**config.mk**
```make
export PLATFORM = sky130hd
export DESIGN_NAME = ejtag_dint_req
export DESIGN_NICKNAME = d
export VERILOG_FILES = /design/src/rtl/ejtag_dint_req.sv
export SDC_FILE = /design/constraint.sdc
export NUM_CORES = 1
export LEC_CHECK = 0
export CAP_MARGIN = 15
export CORE_MARGIN = 2
export CORE_UTILIZATION = 50
export CTS_BUF_LIST = sky130_fd_sc_hd__clkbuf_4 sky130_fd_sc_hd__clkbuf_8 sky130_fd_sc_hd__clkbuf_16
export DETAILED_ROUTE_END_ITERATION = 10
export GPL_TIMING_DRIVEN = 0
export PLACE_DENSITY = 0.76
export SLEW_MARGIN = 20
export SYNTH_ARGS = -nofsm -noshare
export SYNTH_HDL_FRONTEND = slang
export SYNTH_SLANG_ARGS = --single-unit
```
**constraint.sdc**
```tcl
create_clock -name CLK -period 2.3 [get_ports CLK]
set_input_delay 0.345 -clock CLK [delete_from_list [all_inputs] [get_ports CLK]]
set_output_delay 0.345 -clock CLK [all_outputs]
set_load 0.01 [all_outputs]
```
**src/rtl/ejtag_dint_req.sv**
```systemverilog
// ---------------------------------------------------------------------------
// ejtag_dint_req
// Debug-interrupt request controller. Sits behind the two-flop synchronizers
// and merges two request sources into one level request to the core:
//   - a JTAG request toggle from the TCK domain (each level change = 1 request)
//   - an external debug-interrupt pin, debounced by a saturating filter
// The request is held until the core acknowledges it. The block then waits for
// the core to leave debug mode before it accepts a new request. Each JTAG
// request that is consumed is answered with one change of the ack toggle.
//
// Ports
//   CLK           in  core clock, posedge
//   RESET_N       in  asynchronous active-low reset
//   REQ_TOG_SYNC  in  synchronized JTAG request toggle
//   DINT_PIN      in  synchronized external debug-interrupt pin (level)
//   CORE_ACK      in  one-cycle pulse, core took the debug exception
//   DEBUG_MODE    in  core is in debug mode
//   STATUS_CLR    in  one-cycle pulse, clears OVERRUN and TIMEOUT_ERR
//   DINT_REQ      out debug-interrupt request to the core (level)
//   ACK_TOG       out ack toggle back to the TCK domain
//   SRC_JTAG      out current/last serviced request came from JTAG (0 = pin)
//   OVERRUN       out sticky, a request arrived while one was pending
//   TIMEOUT_ERR   out sticky, request pending TIMEOUT cycles without ack
// ---------------------------------------------------------------------------
module ejtag_dint_req #(
  parameter int unsigned FILT_LEN = 4,
  parameter int unsigned FILT_W   = 3,
  parameter int unsigned TIMEOUT  = 1023,
  parameter int unsigned TO_W     = 10
) (
  input  logic CLK,
  input  logic RESET_N,
  input  logic REQ_TOG_SYNC,
  input  logic DINT_PIN,
  input  logic CORE_ACK,
  input  logic DEBUG_MODE,
  input  logic STATUS_CLR,
  output logic DINT_REQ,
  output logic ACK_TOG,
  output logic SRC_JTAG,
  output logic OVERRUN,
  output logic TIMEOUT_ERR
);

  localparam logic [FILT_W-1:0] FILT_LAST = FILT_W'(FILT_LEN - 1);
  localparam logic [FILT_W-1:0] FILT_MAX  = FILT_W'(FILT_LEN);
  localparam logic [TO_W-1:0]   TO_LAST   = TO_W'(TIMEOUT - 1);
  localparam logic [TO_W-1:0]   TO_MAX    = TO_W'(TIMEOUT);

  typedef enum logic [1:0] {
    ST_IDLE    = 2'd0,
    ST_PEND    = 2'd1,
    ST_SERVICE = 2'd2
  } state_e;

  state_e            state_q, state_d;
  logic              tog_q, tog_d;
  logic [FILT_W-1:0] filt_cnt_q, filt_cnt_d;
  logic [TO_W-1:0]   toc_q, toc_d;
  logic              svc_wait_q, svc_wait_d;
  logic              dint_req_q, dint_req_d;
  logic              ack_tog_q, ack_tog_d;
  logic              src_jtag_q, src_jtag_d;
  logic              overrun_q, overrun_d;
  logic              timeout_err_q, timeout_err_d;

  logic jtag_evt;
  logic pin_evt;
  logic evt;
  logic overrun_set;
  logic timeout_set;

  // Request detection: toggle edge from JTAG, filtered rising run from the pin
  always_comb begin
    tog_d    = REQ_TOG_SYNC;
    jtag_evt = REQ_TOG_SYNC ^ tog_q;
    // The pin fires on the sample that completes FILT_LEN highs; the counter
    // then saturates one above, so a long high period fires only once.
    pin_evt  = DINT_PIN & (filt_cnt_q == FILT_LAST);
    evt      = jtag_evt | pin_evt;
  end

  // Pin filter counter: clear on low, count highs, saturate at FILT_LEN
  always_comb begin
    filt_cnt_d = filt_cnt_q;
    if (!DINT_PIN) begin
      filt_cnt_d = '0;
    end else if (filt_cnt_q < FILT_MAX) begin
      filt_cnt_d = filt_cnt_q + FILT_W'(1);
    end else begin
      filt_cnt_d = filt_cnt_q;
    end
  end

  // Request FSM next state, timeout counter, ack toggle and source tracking
  always_comb begin
    state_d     = state_q;
    toc_d       = '0;
    svc_wait_d  = 1'b0;
    ack_tog_d   = ack_tog_q;
    src_jtag_d  = src_jtag_q;
    overrun_set = 1'b0;
    timeout_set = 1'b0;

    case (state_q)
      ST_IDLE: begin
        if (evt) begin
          if (!DEBUG_MODE) begin
            state_d    = ST_PEND;
            src_jtag_d = jtag_evt;
          end else begin
            // Request dropped while the core is already in debug mode;
            // a JTAG requester still gets its answer.
            ack_tog_d = ack_tog_q ^ jtag_evt;
          end
        end else begin
          state_d = ST_IDLE;
        end
      end

      ST_PEND: begin
        // Count up to TIMEOUT and hold there, so the error flag is only set
        // once per pending period and STATUS_CLR can clear it.
        if (toc_q < TO_MAX) begin
          toc_d = toc_q + TO_W'(1);
        end else begin
          toc_d = toc_q;
        end
        overrun_set = evt;
        // A JTAG request merged into a pin request must still be answered.
        if (jtag_evt) begin
          src_jtag_d = 1'b1;
        end else begin
          src_jtag_d = src_jtag_q;
        end
        if (CORE_ACK) begin
          state_d    = ST_SERVICE;
          toc_d      = '0;
          svc_wait_d = 1'b1;
          ack_tog_d  = ack_tog_q ^ (src_jtag_q | jtag_evt);
        end else if (toc_q == TO_LAST) begin
          timeout_set = 1'b1;
        end else begin
          timeout_set = 1'b0;
        end
      end

      ST_SERVICE: begin
        ack_tog_d = ack_tog_q ^ jtag_evt;
        // Skip the first service cycle so the core has time to raise
        // DEBUG_MODE before its absence is taken as debug exit.
        if (!svc_wait_q && !DEBUG_MODE) begin
          state_d = ST_IDLE;
        end else begin
          state_d = ST_SERVICE;
        end
      end

      default: begin
        state_d = ST_IDLE;
      end
    endcase

    dint_req_d    = (state_d == ST_PEND);
    // A flag set in the same cycle as STATUS_CLR wins over the clear.
    overrun_d     = overrun_set | (overrun_q & ~STATUS_CLR);
    timeout_err_d = timeout_set | (timeout_err_q & ~STATUS_CLR);
  end

  // State and output registers
  always_ff @(posedge CLK or negedge RESET_N) begin
    if (!RESET_N) begin
      state_q       <= ST_IDLE;
      tog_q         <= 1'b0;
      filt_cnt_q    <= '0;
      toc_q         <= '0;
      svc_wait_q    <= 1'b0;
      dint_req_q    <= 1'b0;
      ack_tog_q     <= 1'b0;
      src_jtag_q    <= 1'b0;
      overrun_q     <= 1'b0;
      timeout_err_q <= 1'b0;
    end else begin
      state_q       <= state_d;
      tog_q         <= tog_d;
      filt_cnt_q    <= filt_cnt_d;
      toc_q         <= toc_d;
      svc_wait_q    <= svc_wait_d;
      dint_req_q    <= dint_req_d;
      ack_tog_q     <= ack_tog_d;
      src_jtag_q    <= src_jtag_d;
      overrun_q     <= overrun_d;
      timeout_err_q <= timeout_err_d;
    end
  end

  assign DINT_REQ    = dint_req_q;
  assign ACK_TOG     = ack_tog_q;
  assign SRC_JTAG    = src_jtag_q;
  assign OVERRUN     = overrun_q;
  assign TIMEOUT_ERR = timeout_err_q;

endmodule

```
==> impl_metrics.py <==
metrics = {
    "outcome": {
        "outcome": "finished, violations left",
        "violations": "negative hold slack",
    },
    "power": {
        "p_clk_share_pct": 20.5,
        "finalPower_w": 0.00100,
        "netSwitchingFraction_pct": 30.2,
        "power_density_nw_per_um2": 779,
        "p_leak_nw": 0.546,
        "peakVddDrop_v": 0.000486,
        "power.net_switching_w": 0.000303,
        "power_frac_seq_pct": 50.8,
        "intPower_w": 0.000700,
        "p_comb_share_pct": 28.7,
    },
    "timing": {
        "holdWs_ps": -17.3,
        "fmax_ghz": 0.556,
        "clock-skew-final_ps": 7.77,
        "tightestPinTransition_ps": 570,
        "hold_viol_final": 22,
        "slew_headroom_pct": 62.0,
        "rsz0062_at_grt": "false",
        "fin_tns_setup_ps": 0,
        "drv_slew": 0,
        "fin_crit_ps": 1800,
        "setup_violations": 0,
        "fin_crit_sh_pct": 78.2,
    },
    "cts": {
        "cts_tree": "built",
        "clk_path_buf_depth": 2,
        "numCtsBuffers": 3,
        "worstSkewPairLatency_ps": 300,
        "cts_hold_buf": 0,
        "h-tree-depth": 1,
        "cts.repair.resized": 0,
        "cts_sinks": 22,
        "root_buffer": "clkbuf_4",
        "path_clk_slew_ps": 120,
        "cts_post_setup_buffers_inserted": 0,
    },
    "global_routing": {
        "grt_pass1_wl_mm": 3.51,
        "antenna_found_initial": 0,
        "grt_util_met2_pct": 31.8,
        "grtUsageMet3_pct": 2.63,
        "gr-max-usage-layer": "met2",
        "gr-usage-met1_pct": 21.4,
        "grt_pass1_vias": 833,
        "gr-usage-all-layers_pct": 18.0,
        "globalRouteOverflowTotal": 0,
        "grt_max_degree": 23,
    },
    "die": {
        "ios": 12,
        "initial_utilization_pct": 51.7,
        "die_area_um2": 2620,
        "die_w_um": 51.1,
        "rows": 17,
        "die_h_um": 51.1,
        "core-area_um2": 2150,
    },
    "worst_setup_path": {
        "setup.worst_path.start_class": "register",
        "cp_num_buf_inv": 2,
        "crit_chain": "buf_2 > or3b_4 > nor4_4 > buf_6 > or3_1 > a21oi_2",
        "required_ps": 2470,
        "crit_path_end_kind": "register",
        "slowest_delay_ps": 420,
        "crit_type": "reg -> reg",
        "cp_slowest_cell": "or3b_4",
        "arrival_ps": 1970,
        "crit_family": "simple AND/OR/NAND/NOR gates",
        "crit_fanout": 10,
    },
    "synth": {
        "mappedNetlistArea_um2": 1110,
        "synthDistinctLibCells": 34,
        "synth-simple-area-share_pct": 19.6,
        "synth_fp_nets": 117,
        "muxShareOfSynthArea_pct": 0.901,
        "ys_seq_area_share_pct": 49.5,
        "ys_warn_count": 0,
        "synth_compound_area_share_pct": 17.3,
        "synthXorXnorAreaFrac_pct": 3.94,
        "yosysTopAreaCellShare_pct": 49.5,
        "synth-seq-cells": 22,
        "async_flop_share_pct": 100,
        "synth_edf_count": 0,
        "synthTopCellsByArea": "dfrtp_1 (50%), ha_1 (4.5%), a21oi_2 (3.2%), xnor2_1 (3.2%), or3_1 (2.8%)",
        "yosysTopAreaCell": "dfrtp_1",
        "post-synth-top-count-cell": "dfrtp_1",
        "synth_ff_type": "dfrtp_1",
        "synth_commonest_cells": "dfrtp_1 (22), inv_1 (7), nor2_1 (7)",
        "synthCells": 106,
        "synth_top_family_by_area": "simple AND/OR/NAND/NOR gates",
        "avgSynthCellArea_um2": 10.5,
        "synth_fa_ha_area_share_pct": 4.50,
    },
    "final_layout": {
        "postLayoutCellArea_um2": 1290,
        "regMostFlops": "toc_q",
        "largest_reg_flops": 10,
        "reg.largest.list": "toc_q (10), filt_cnt_q (3), state_q (2)",
        "fin_nets": 133,
        "fill_cells": 186,
        "diodes": 0,
        "area_delta_synth_final_pct": 15.9,
        "drive_above_1_share_pct": 11.6,
        "multi_input_area_um2": 514,
        "ff_latch_area_um2": 551,
    },
    "route": {
        "drc": 0,
        "antenna_left": 0,
        "drtIter0Drc": 15,
        "vias_per_cell": 5.72,
        "vias": 853,
        "wl_per_cell_um": 13.1,
        "totalWireLength_mm": 1.95,
        "drt_first_pass_iters": 4,
    },
    "worst_hold_path": {
        "holdCritPathClass": "in -> async",
    },
    "placement": {
        "placed_area_um2": 1260,
        "portBuffers": 11,
        "hpwlAfterDp_mm": 1.44,
        "gp_congestion": 0.807,
    },
    "run": {
        "maxCapViolCount": 0,
    },
}
==> worst register-to-register path: stages, from the launching register on <==
cell     delay, ps
dfrtp_1        370
buf_2          160
or3b_4         420
nor4_4         350
buf_6          180
or3_1          130
a21oi_2         50
==> cells in the final DEF (no fill, tap or decap), types with 3 or more instances in the layout <==
cell             netlist  layout
a21oi_1                3       3
a21oi_2                4       4
clkbuf_4               0       3
clkdlybuf4s50_1        0      10
dfrtp_1               22      22
ha_1                   4       4
inv_1                  7       7
nand2_1                4       4
nand3_1                3       3
nand4_1                4       4
nor2_1                 7       7
nor3_1                 3       3
o21ai_0                3       3
o21ai_1                4       4
o31ai_1                3       3
o41ai_1                3       3
or3_1                  5       5
xnor2_1                4       4
==> power groups by stage <==
stage	combinational, W	sequential, W	clock, W
CTS	0.000294	0.000510	0.000214
detailed placement	0.000293	0.000519	0
floorplan	0.000167	0.000523	0
global route	0.000322	0.000522	0.000235
finish	0.000288	0.000509	0.000206
global placement	0.000283	0.000515	0
==> metal layers <==
| metal | wire (um) | up-vias |
|---|---|---|
| li1 | - | 422 |
| met1 | 872 | 418 |
| met3 | 52 | 2 |
| met2 | 1010 | 11 |
| met4 | 23 | 0 |
| met5 | 0 | - |
==> kinds of logic after synthesis <==
logic type / Yosys count
AND/OR/NAND/NOR: 36
AO/OA/AOI/OAI: 28
flip-flops: 22
buffers and inverters: 10
XOR/XNOR: 5
adder cells (fa/ha/maj): 4
multiplexers: 1
==> through the flow <==
step | utilization [%] | instances | worst slack, ps | hold WS, ps
after detailed placement | 58.5 | 145 | 187 | 484
after global placement | 58.5 | 145 | 200 | 465
after CTS | 60.2 | 149 | 483 | 505
after global routing | 59.9 | 149 | 384 | 6.47
final | 59.9 | 149 | 500 | -17.3
after floorplan | - | 106 | 646 | 49.4
==> worst paths after layout <==
kind                                      startpoint                        end  slack (ps)  depth (start not counted)
worst min register to register   ACK_TOG$_DFFE_PN0P_        ACK_TOG$_DFFE_PN0P_         490                          1
max in group asynchronous                    RESET_N  filt_cnt_q[2]$_DFFE_PN0P_        1980                          1
worst max register to register  state_q[1]$_DFF_PN0_       toc_q[3]$_DFFE_PN0P_         500                          6
worst max-delay path            state_q[1]$_DFF_PN0_       toc_q[3]$_DFFE_PN0P_         500                          6
worst min-delay path                         RESET_N        ACK_TOG$_DFFE_PN0P_         -20                          1
min in group CLK                 ACK_TOG$_DFFE_PN0P_        ACK_TOG$_DFFE_PN0P_         490                          1
==> final cells by class <==
class	count	share of cell area, %
buffer	3	1.55
clock buffer	4	2.82
inverter	7	2.04
multi-input combinational	74	39.9
sequential	22	42.8
tap	28	2.72
timing repair buffer	11	8.16
No activity file was read; power rests on OpenSTA's default activity.
